--- src/rtl/relu_act_pipe.sv ---
`default_nettype none
// +----------------------------------------------------------------------------+
// | Module  : relu_act_pipe                                                    |
// | Brief   : Two-stage multi-lane activation unit (ReLU / leaky / clipped /   |
// |           pass) with valid/ready flow control and a negative-lane counter. |
// | Revision: 1.0  initial release                                             |
// +----------------------------------------------------------------------------+
module relu_act_pipe #(
    parameter int DATA_W     = 16,
    parameter int LANES      = 4,
    parameter int LEAK_SHIFT = 3,
    parameter int CNT_W      = 32
) (
    input  logic                    clk,
    input  logic                    rst_n,
    input  logic                    in_valid,
    output logic                    in_ready,
    input  logic [LANES*DATA_W-1:0] in_data,
    input  logic [1:0]              in_mode,
    input  logic [DATA_W-1:0]       clip_max,
    output logic                    out_valid,
    input  logic                    out_ready,
    output logic [LANES*DATA_W-1:0] out_data,
    input  logic                    stat_clr,
    output logic [CNT_W-1:0]        zero_cnt
);

    localparam int c_NEG_W = $clog2(LANES + 1);

    localparam logic [1:0] c_MODE_RELU  = 2'b00;
    localparam logic [1:0] c_MODE_LEAKY = 2'b01;
    localparam logic [1:0] c_MODE_CLIP  = 2'b10;
    localparam logic [1:0] c_MODE_PASS  = 2'b11;

    logic                      r_v1;
    logic [LANES*DATA_W-1:0]   r_s1_data;
    logic [1:0]                r_s1_mode;
    logic signed [DATA_W-1:0]  r_s1_clip;

    logic                      r_v2;
    logic [LANES*DATA_W-1:0]   r_s2_data;
    logic [c_NEG_W-1:0]        r_s2_neg;

    logic [CNT_W-1:0]          r_cnt;

    logic                      w_s2_take;
    logic                      w_in_ready;
    logic                      w_clip_pos;
    logic [LANES*DATA_W-1:0]   w_result;
    logic [LANES-1:0]          w_sign;
    logic [c_NEG_W-1:0]        w_neg;
    logic [CNT_W:0]            w_cnt_sum;
    logic [CNT_W-1:0]          w_cnt_next;

    assign w_s2_take  = !r_v2 || out_ready;
    assign w_in_ready = !r_v1 || w_s2_take;
    assign w_clip_pos = !r_s1_clip[DATA_W-1] && (|r_s1_clip);

    // Stage 1: capture the beat together with its mode and clip bound
    always_ff @(posedge clk or negedge rst_n) begin
        if (!rst_n) begin
            r_v1      <= 1'b0;
            r_s1_data <= '0;
            r_s1_mode <= '0;
            r_s1_clip <= '0;
        end else if (w_in_ready) begin
            r_v1 <= in_valid;
            if (in_valid) begin
                r_s1_data <= in_data;
                r_s1_mode <= in_mode;
                r_s1_clip <= clip_max;
            end
        end
    end

    genvar gi;
    generate
        for (gi = 0; gi < LANES; gi++) begin : g_lane
            logic signed [DATA_W-1:0] w_x;
            logic signed [DATA_W-1:0] w_leak;
            logic signed [DATA_W-1:0] w_y;
            logic                     w_pos;

            assign w_x    = r_s1_data[gi*DATA_W +: DATA_W];
            assign w_leak = w_x >>> LEAK_SHIFT;
            assign w_pos  = !w_x[DATA_W-1] && (|w_x);

            always_comb begin
                w_y = w_x;
                case (r_s1_mode)
                    c_MODE_RELU:  w_y = w_pos ? w_x : '0;
                    c_MODE_LEAKY: w_y = w_pos ? w_x : w_leak;
                    // A non-positive bound forces every lane to zero
                    c_MODE_CLIP: begin
                        if (!w_pos || !w_clip_pos) w_y = '0;
                        else if (w_x > r_s1_clip)  w_y = r_s1_clip;
                        else                       w_y = w_x;
                    end
                    c_MODE_PASS:  w_y = w_x;
                    default:      w_y = w_x;
                endcase
            end

            assign w_result[gi*DATA_W +: DATA_W] = w_y;
            assign w_sign[gi] = w_x[DATA_W-1];
        end
    endgenerate

    always_comb begin
        w_neg = '0;
        for (int i = 0; i < LANES; i++) begin
            w_neg = w_neg + c_NEG_W'(w_sign[i]);
        end
    end

    // Stage 2: result register, holds its beat while downstream stalls
    always_ff @(posedge clk or negedge rst_n) begin
        if (!rst_n) begin
            r_v2      <= 1'b0;
            r_s2_data <= '0;
            r_s2_neg  <= '0;
        end else if (w_s2_take) begin
            r_v2 <= r_v1;
            if (r_v1) begin
                r_s2_data <= w_result;
                r_s2_neg  <= w_neg;
            end
        end
    end

    assign w_cnt_sum  = {1'b0, r_cnt} + (CNT_W + 1)'(r_s2_neg);
    assign w_cnt_next = w_cnt_sum[CNT_W] ? {CNT_W{1'b1}} : w_cnt_sum[CNT_W-1:0];

    always_ff @(posedge clk or negedge rst_n) begin
        if (!rst_n) begin
            r_cnt <= '0;
        end else if (stat_clr) begin
            r_cnt <= '0;
        end else if (r_v2 && out_ready) begin
            r_cnt <= w_cnt_next;
        end
    end

    assign in_ready  = w_in_ready;
    assign out_valid = r_v2;
    assign out_data  = r_s2_data;
    assign zero_cnt  = r_cnt;

endmodule
`default_nettype wire

--- config.mk ---
export PLATFORM = sky130hd
export DESIGN_NAME = relu_act_pipe
export DESIGN_NICKNAME = d
export VERILOG_FILES = /design/src/rtl/relu_act_pipe.sv
export SDC_FILE = /design/constraint.sdc
export NUM_CORES = 1
export LEC_CHECK = 0
export ABC_AREA = 1
export BUFFER_PORTS_ARGS = -buffer_cell sky130_fd_sc_hd__buf_2
export CAP_MARGIN = 20
export CELL_PAD_IN_SITES_DETAIL_PLACEMENT = 0
export CELL_PAD_IN_SITES_GLOBAL_PLACEMENT = 1
export CORE_ASPECT_RATIO = 0.7
export CORE_UTILIZATION = 42
export CTS_CLUSTER_DIAMETER = 30
export DETAILED_ROUTE_END_ITERATION = 6
export PLACE_DENSITY = 0.83
export SYNTH_ARGS = -nofsm -noshare
export SYNTH_HDL_FRONTEND = slang
export SYNTH_SLANG_ARGS = --single-unit
export TNS_END_PERCENT = 20
--- constraint.sdc ---
create_clock -name clk -period 2.8 [get_ports clk]
set_clock_uncertainty 0.2 [all_clocks]
set_input_delay 0 -clock clk [delete_from_list [all_inputs] [get_ports clk]]
set_output_delay 0 -clock clk [all_outputs]
set_load 0.01 [all_outputs]
==> results of run 1 <==
==> timing repair <==
action / CTS / global route
endpoints found under the hold margin: 299 / 0
setup endpoints to repair: 0 / 41
hold buffers: 112 / 0
resized for setup: 0 / 17
buffers inserted: 0 / 11
==> flip-flops by register name (all words and copies together) (netlist names) <==
signal	count
r_v1	1
out_data	64
r_s1_mode	2
r_s1_data	64
out_valid	1
zero_cnt	32
r_s2_neg	3
r_s1_clip	16
==> power by group <==
part           switching, mW  leakage [nW]  internal (mW)  total, mW
clock network           1.13         0.272           1.31       2.44
logic                   2.95          6.05           1.83       4.78
registers              0.524          2.20           3.22       3.74
total                   4.61          8.52           6.35       11.0
==> stage by stage <==
step | power, mW | cell area (um2) | util, %
floorplan | 6.48 | 12900 | -
global placement | 8.17 | 14800 | 49.0
detailed placement | 8.24 | 14800 | 49.0
CTS | 10.9 | 16400 | 54.6
global route | 11.7 | 16600 | 55.2
finish | 11.0 | 16600 | 55.2
==> critical path: stages, from the launching register on <==
cell,delay (ns)
dfrtp_1,0.40
clkinvlp_4,0.20
buf_4,0.20
buf_4,0.14
ha_1,0.28
nand2_1,0.06
nand2_1,0.04
nand3_1,0.06
nand2_1,0.07
a21oi_2,0.16
nand2_1,0.08
nand2_2,0.10
buf_4,0.15
nand4_1,0.12
nand3_1,0.11
nand2_1,0.06
nand2_1,0.09
nand2_1,0.05
==> layer usage <==
layer / global-route usage [%] / routed length [um] / part of all wire, % / vias to the layer above
met5: 0 / 0 / 0 / -
met4: 7.46 / 828 / 1.7 / 0
met3: 5.53 / 4180 / 8.8 / 61
met2: 43.8 / 19900 / 42 / 656
met1: 47.4 / 22700 / 48 / 6664
li1: - / - / - / 6887
==> worst paths after layout <==
kind | cells after the start | endpoint
max | 17 | out_data[56]$_DFFE_PN0P_
min | 4 | r_s1_data[58]$_DFFE_PN0P_
max reg2reg | 17 | out_data[56]$_DFFE_PN0P_
min reg2reg | 2 | out_data[55]$_DFFE_PN0P_
max in group asynchronous | 4 | r_s1_data[36]$_DFFE_PN0P_
min in group asynchronous | 3 | zero_cnt[24]$_DFFE_PN0P_
==> cell families (layout without fill, tap and decap cells) <==
logic type      after synthesis  after routing  synth area share, %
compound gates              299            299                 12.0
xor+xnor                     13             13                0.883
fa+ha+maj                    71             71                 7.00
buf+inv                     264            598                 8.22
flops                       183            183                 35.5
mux                           3              3                0.243
simple gates               1058           1058                 36.2
==> layout make-up <==
| cell class | count | area [um2] |
|---|---|---|
| multi-input cells | 1444 | 7350 |
| fillers | 2915 | 13500 |
| flip-flops and latches | 183 | 4580 |
| repair buffers | 392 | 2920 |
| inverters | 176 | 678 |
| well taps | 412 | 515 |
| clock buffers | 18 | 429 |
| clock inverters | 12 | 130 |
==> layout by cell type, fill, tap and decap left out, drive strengths merged, types with 3 or more instances in the layout <==
master / netlist / routed
o21ai: 105 / 105
inv: 172 / 170
nor3: 16 / 16
xor2: 13 / 13
nand4: 50 / 50
ha: 69 / 69
clkbuf: 59 / 19
dlygate4sd3: 0 / 112
nand2: 596 / 596
buf: 29 / 279
dfrtp: 183 / 183
o21bai: 3 / 3
a21oi: 178 / 178
nor2: 154 / 154
clkinv: 4 / 10
nor4: 12 / 12
o31ai: 6 / 6
or2: 4 / 4
clkinvlp: 0 / 6
nand3: 226 / 226
==> cells in the mapped netlist, types with 4 or more instances <==
cell type / n / area (um2)
nor3_1: 14 / 70.1
buf_1: 5 / 18.8
nand2_1: 574 / 2150
xor2_1: 13 / 114
a21oi_1: 177 / 886
dfrtp_1: 183 / 4580
nand4_1: 46 / 288
buf_2: 15 / 75.1
inv_1: 165 / 619
nand2_4: 5 / 56.3
nand3_1: 219 / 1100
o21ai_0: 102 / 510
ha_1: 69 / 863
or2_2: 4 / 25.0
nor2_1: 144 / 541
o31ai_1: 6 / 45.0
nand3_2: 6 / 60.1
buf_6: 4 / 45.0
inv_2: 7 / 26.3
clkbuf_1: 58 / 218
nand2_2: 17 / 106
clkinv_1: 4 / 15.0
buf_4: 5 / 37.5
nor4_1: 11 / 68.8
nor2_2: 8 / 50.1
==> out/qor.csv, run 1 <==
stage;metric;value;unit
status;status;complete, no violations;
setup_path;flop2flop setup slack;0.11;ns
drt;DRC viols;0;
floorplan;I/O pin count;185;
setup_path;Crit Path Class;flop to flop;
grt;pin count of the biggest net entering global routing;126;
floorplan;num rows;53;
timing;Tmin final;2.69;ns
logic_synthesis;Synth cell types;43;
logic_synthesis;prevailing post-synth register cell;dfrtp_1;
drt;vias per cell;5.41;
logic_synthesis;Synth Area per Inst;6.82;um2
timing;hold slack;0.0188;ns
floorplan;Die Wd;211;um
power;Leak Pwr;8.52;nW
hold_path;Hold WC Path Type;primary input to flop;
finish;fraction of layout cells with a size suffix above 1;17.2;%
timing;Tcrit/Tclk final;96.0;%
setup_path;worst r2r src;r_s1_clip[9]$_DFFE_PN0P_;
logic_synthesis;yosys warns;0;
timing;Hold Violations, Final;0;
drt;WL per Instance;18.0;um
setup_path;CP Max Fanout;7;
logic_synthesis;Syn Inst Count;1891;
timing;final count of negative-setup-slack endpoints;0;
finish;post-route insts no fill;2637;
drt;drt first pass iters;5;
logic_synthesis;Synth async-reset ratio;100;%
logic_synthesis;sequential area share after synthesis;35.5;%
placed_design;Final Wtd Congestion;0.942;
grt;GRT Total Usage;30.7;%
logic_synthesis;Mapped Nets;2049;
finish;# diodes;0;
placed_design;Place WS;0.124;ns
timing;Least-Margin Pin Slew;0.824;ns
timing;Setup WS post-layout;0.112;ns
setup_path;CP arrival;2.84;ns
cts;CTS tree;done;
cts;clk sinks;183;
cts;Root Buffer Master;clkbuf_16;
power;maximum vdd drop;406;uV
logic_synthesis;Mapped Area;12900;um2
floorplan;Starting Density;42.8;%
timing;RSZ-0062 raised after global routing;yes;
cts;Skew-Pair Late Insertion Delay;0.46;ns
setup_path;type of element launching the critical path;flop;
logic_synthesis;Post-synth EDFFs;0;
placed_design;dpl cells;2484;
timing;Pins Over Slew Limit;0;
grt;first-pass GRT wire length;74500;um
cts;clock buffer depth;2;
power;PD cells;660;nW/um2
grt;vias in the first global route;13061;
cts;H-tree levels;4;
timing;fmax;372;MHz
cts;Clk pin slew, worst setup/hold paths;0.07;ns
drt;Final ANT Viol Nets;0;
setup_path;Setup crit end kind;flop;
grt;grt ovf;0;
floorplan;die area;31400;um2
cts;CTS buffer count;17;
run;max cap viols;0;
placed_design;DP HPWL;33200;um
timing;setup TNS;0;ns
drt;Routed WL;47600;um
grt;initial antenna violation count;0;
logic_synthesis;Synth Register Bits;183;
setup_path;CP Launch Point;r_s1_clip[9]$_DFFE_PN0P_;
hold_path;Hold Startpoint;in_valid;
finish;Synth-to-Final Area Change;28.8;%
finish;final net count;2372;
drt;Vias;14268;
floorplan;Die Y;149;um
floorplan;core region area;30100;um2
timing;slew margin rel.;45.0;%
drt;Starting DRT DRC Count;1318;
setup_path;critical path required time;2.95;ns
placed_design;I/O Buffers;184;
(Power assumes the default switching activity.)
==> run 2, diff against run 1 <==
MAX_ROUTING_LAYER = met4   (was not set)
==> run 2 against run 1 <==
Net effect: sequential cell count did not move; clock-buffer cell count rose by 2; cell area is 1.0% lower; core utilization fell by 0.57 points; maximum frequency up 2.9%; register-to-register slack better by 0.08 ns.
==> out/qor.csv, run 2 (synthesis results as in run 1) <==
stage;metric;value;unit
setup_path;type of element launching the critical path;flop;
grt;GRT Total Usage;31.7;%
drt;vias per cell;5.46;
setup_path;Worst Path Buf+Inv;2;
power;PD cells;674;nW/um2
drt;Vias;14286;
grt;pin count of the biggest net entering global routing;126;
drt;Starting DRT DRC Count;1611;
timing;fmax;383;MHz
setup_path;flop2flop setup slack;0.19;ns
floorplan;num rows;53;
cts;H-tree levels;4;
setup_path;Slowest-stage cell, CP;dfrtp_1;
grt;vias in the first global route;13187;
finish;Synth-to-Final Area Change;27.4;%
timing;Hold Violations, Final;0;
timing;Tmin final;2.61;ns
cts;Root Buffer Master;clkbuf_16;
floorplan;I/O pin count;185;
setup_path;Worst path most repeated cell;nand2_1;
setup_path;CP delay by family, top;simple AND/OR/NAND/NOR gates;
floorplan;Die Y;149;um
finish;commonest non-fill, non-tap cells in the layout;571 x nand2_1, 219 x nand3_1, 183 x buf_2, 183 x dfrtp_1, 177 x a21oi_1;
timing;Pins Over Slew Limit;0;
placed_design;dpl cells;2481;
setup_path;critical path depth in cells;16;
timing;final count of negative-setup-slack endpoints;0;
timing;Tcrit/Tclk final;93.3;%
placed_design;Final Wtd Congestion;0.990;
placed_design;DP HPWL;33500;um
setup_path;CP Max Fanout;15;
setup_path;Max stage delay on crit path;0.38;ns
timing;slew margin rel.;43.6;%
placed_design;Place WS;0.115;ns
floorplan;Starting Density;42.8;%
power;Leak Pwr;8.46;nW
drt;WL per Instance;18.2;um
status;status;complete, no violations;
finish;fraction of layout cells with a size suffix above 1;16.6;%
power;maximum vdd drop;398;uV
cts;Skew-Pair Late Insertion Delay;0.47;ns
setup_path;CP arrival;2.77;ns
drt;drt first pass iters;5;
setup_path;critical path required time;2.95;ns
drt;Routed WL;47600;um
finish;commonest non-fill, non-tap cell in the layout;nand2_1;
setup_path;Crit Path Class;flop to flop;
floorplan;core region area;30100;um2
setup_path;Setup crit end kind;flop;
timing;RSZ-0062 raised after global routing;yes;
finish;final net count;2351;
grt;grt ovf;0;
cts;clock buffer depth;2;
cts;CTS tree;done;
timing;Least-Margin Pin Slew;0.845;ns
setup_path;r2r worst-path depth;16;
timing;setup TNS;0;ns
placed_design;I/O Buffers;184;
hold_path;Hold Path Stages;4;
drt;DRC viols;0;
grt;first-pass GRT wire length;74800;um
drt;Final ANT Viol Nets;0;
run;max cap viols;0;
floorplan;Die Wd;211;um
finish;# diodes;0;
cts;CTS buffer count;17;
cts;Clk pin slew, worst setup/hold paths;0.07;ns
finish;post-route insts no fill;2615;
hold_path;Hold WC Path Type;primary input to flop;
power;Power, Total;11.1;mW
setup_path;Cell Chain, Critical Path;inv_1 > ha_1 > nand2_1 > inv_1 > nand2_1 > nand2_1 > a21oi_1 > nand3_2 > nand2_1 > nand2_4 > nand2_4 > nand2_1 > nand3_1 > nand2_1 > nand2_1 > nand2_1;
timing;Setup WS post-layout;0.188;ns
floorplan;die area;31400;um2
timing;hold slack;0.112;ns
grt;initial antenna violation count;0;
cts;clk sinks;183;
[run 2: path summary, 6_finish.rpt]
check / endpoint / from
worst max-delay path: out_data[33]$_DFFE_PN0P_ / r_s1_clip[11]$_DFFE_PN0P_
max in group asynchronous: out_data[11]$_DFFE_PN0P_ / rst_n
worst min register to register: out_data[51]$_DFFE_PN0P_ / out_data[51]$_DFFE_PN0P_
worst max register to register: out_data[33]$_DFFE_PN0P_ / r_s1_clip[11]$_DFFE_PN0P_
min in group asynchronous: zero_cnt[31]$_DFFE_PN0P_ / rst_n
worst min-delay path: r_s1_data[7]$_DFFE_PN0P_ / in_data[7]
[run 2: final cells by class]
type,count,area (um2)
sequential,183,4580
fill,3044,13700
clock inverter,9,151
tap,412,515
multi-input combinational,1444,7320
inverter,176,667
timing repair buffer,371,2740
clock buffer,20,457
[run 2: worst reg2reg max path, stage by stage, from the launching register on]
cell and delay [ns]:
dfrtp_1 0.38, inv_1 0.32, ha_1 0.33, nand2_1 0.09, inv_1 0.04, nand2_1 0.06, nand2_1 0.05, a21oi_1 0.19
nand3_2 0.08, nand2_1 0.10, nand2_4 0.10, nand2_4 0.22, nand2_1 0.08, nand3_1 0.07, nand2_1 0.05, nand2_1 0.07
nand2_1 0.06
[run 2: layer usage]
| metal | vias to the layer above | GRT usage, % | share of wire, % |
|---|---|---|---|
| met1 | 6775 | 47.7 | 48 |
| li1 | 6826 | - | - |
| met5 | - | - | 0 |
| met3 | 60 | 4.65 | 7.6 |
| met4 | 0 | 8.30 | 1.7 |
| met2 | 625 | 43.9 | 42 |
[run 2: stage by stage]
| step | utilization, % | cell area [um2] |
|---|---|---|
| 3_3_place_gp | 49.0 | 14700 |
| 3_5_place_dp | 49.0 | 14700 |
| 4_1_cts | 54.3 | 16400 |
| 6_report | 54.6 | 16400 |
| 5_1_grt | 54.6 | 16400 |
| 2_1_floorplan | - | 12900 |
[run 2: where the power goes]
group / leakage (nW) / switching, mW / internal [mW] / total, mW
Sequential: 2.20 / 0.513 / 3.22 / 3.73
Clock: 0.298 / 1.11 / 1.52 / 2.63
Combinational: 5.97 / 2.95 / 1.77 / 4.72
Total: 8.46 / 4.57 / 6.51 / 11.1
[run 2: repair_timing]
item | CTS | global route
hold buffers | 101 | 0
endpoints found under the hold margin | 299 | 0
setup buffers | 0 | 4
setup endpoints to repair | 0 | 49
gates resized for setup | 0 | 13
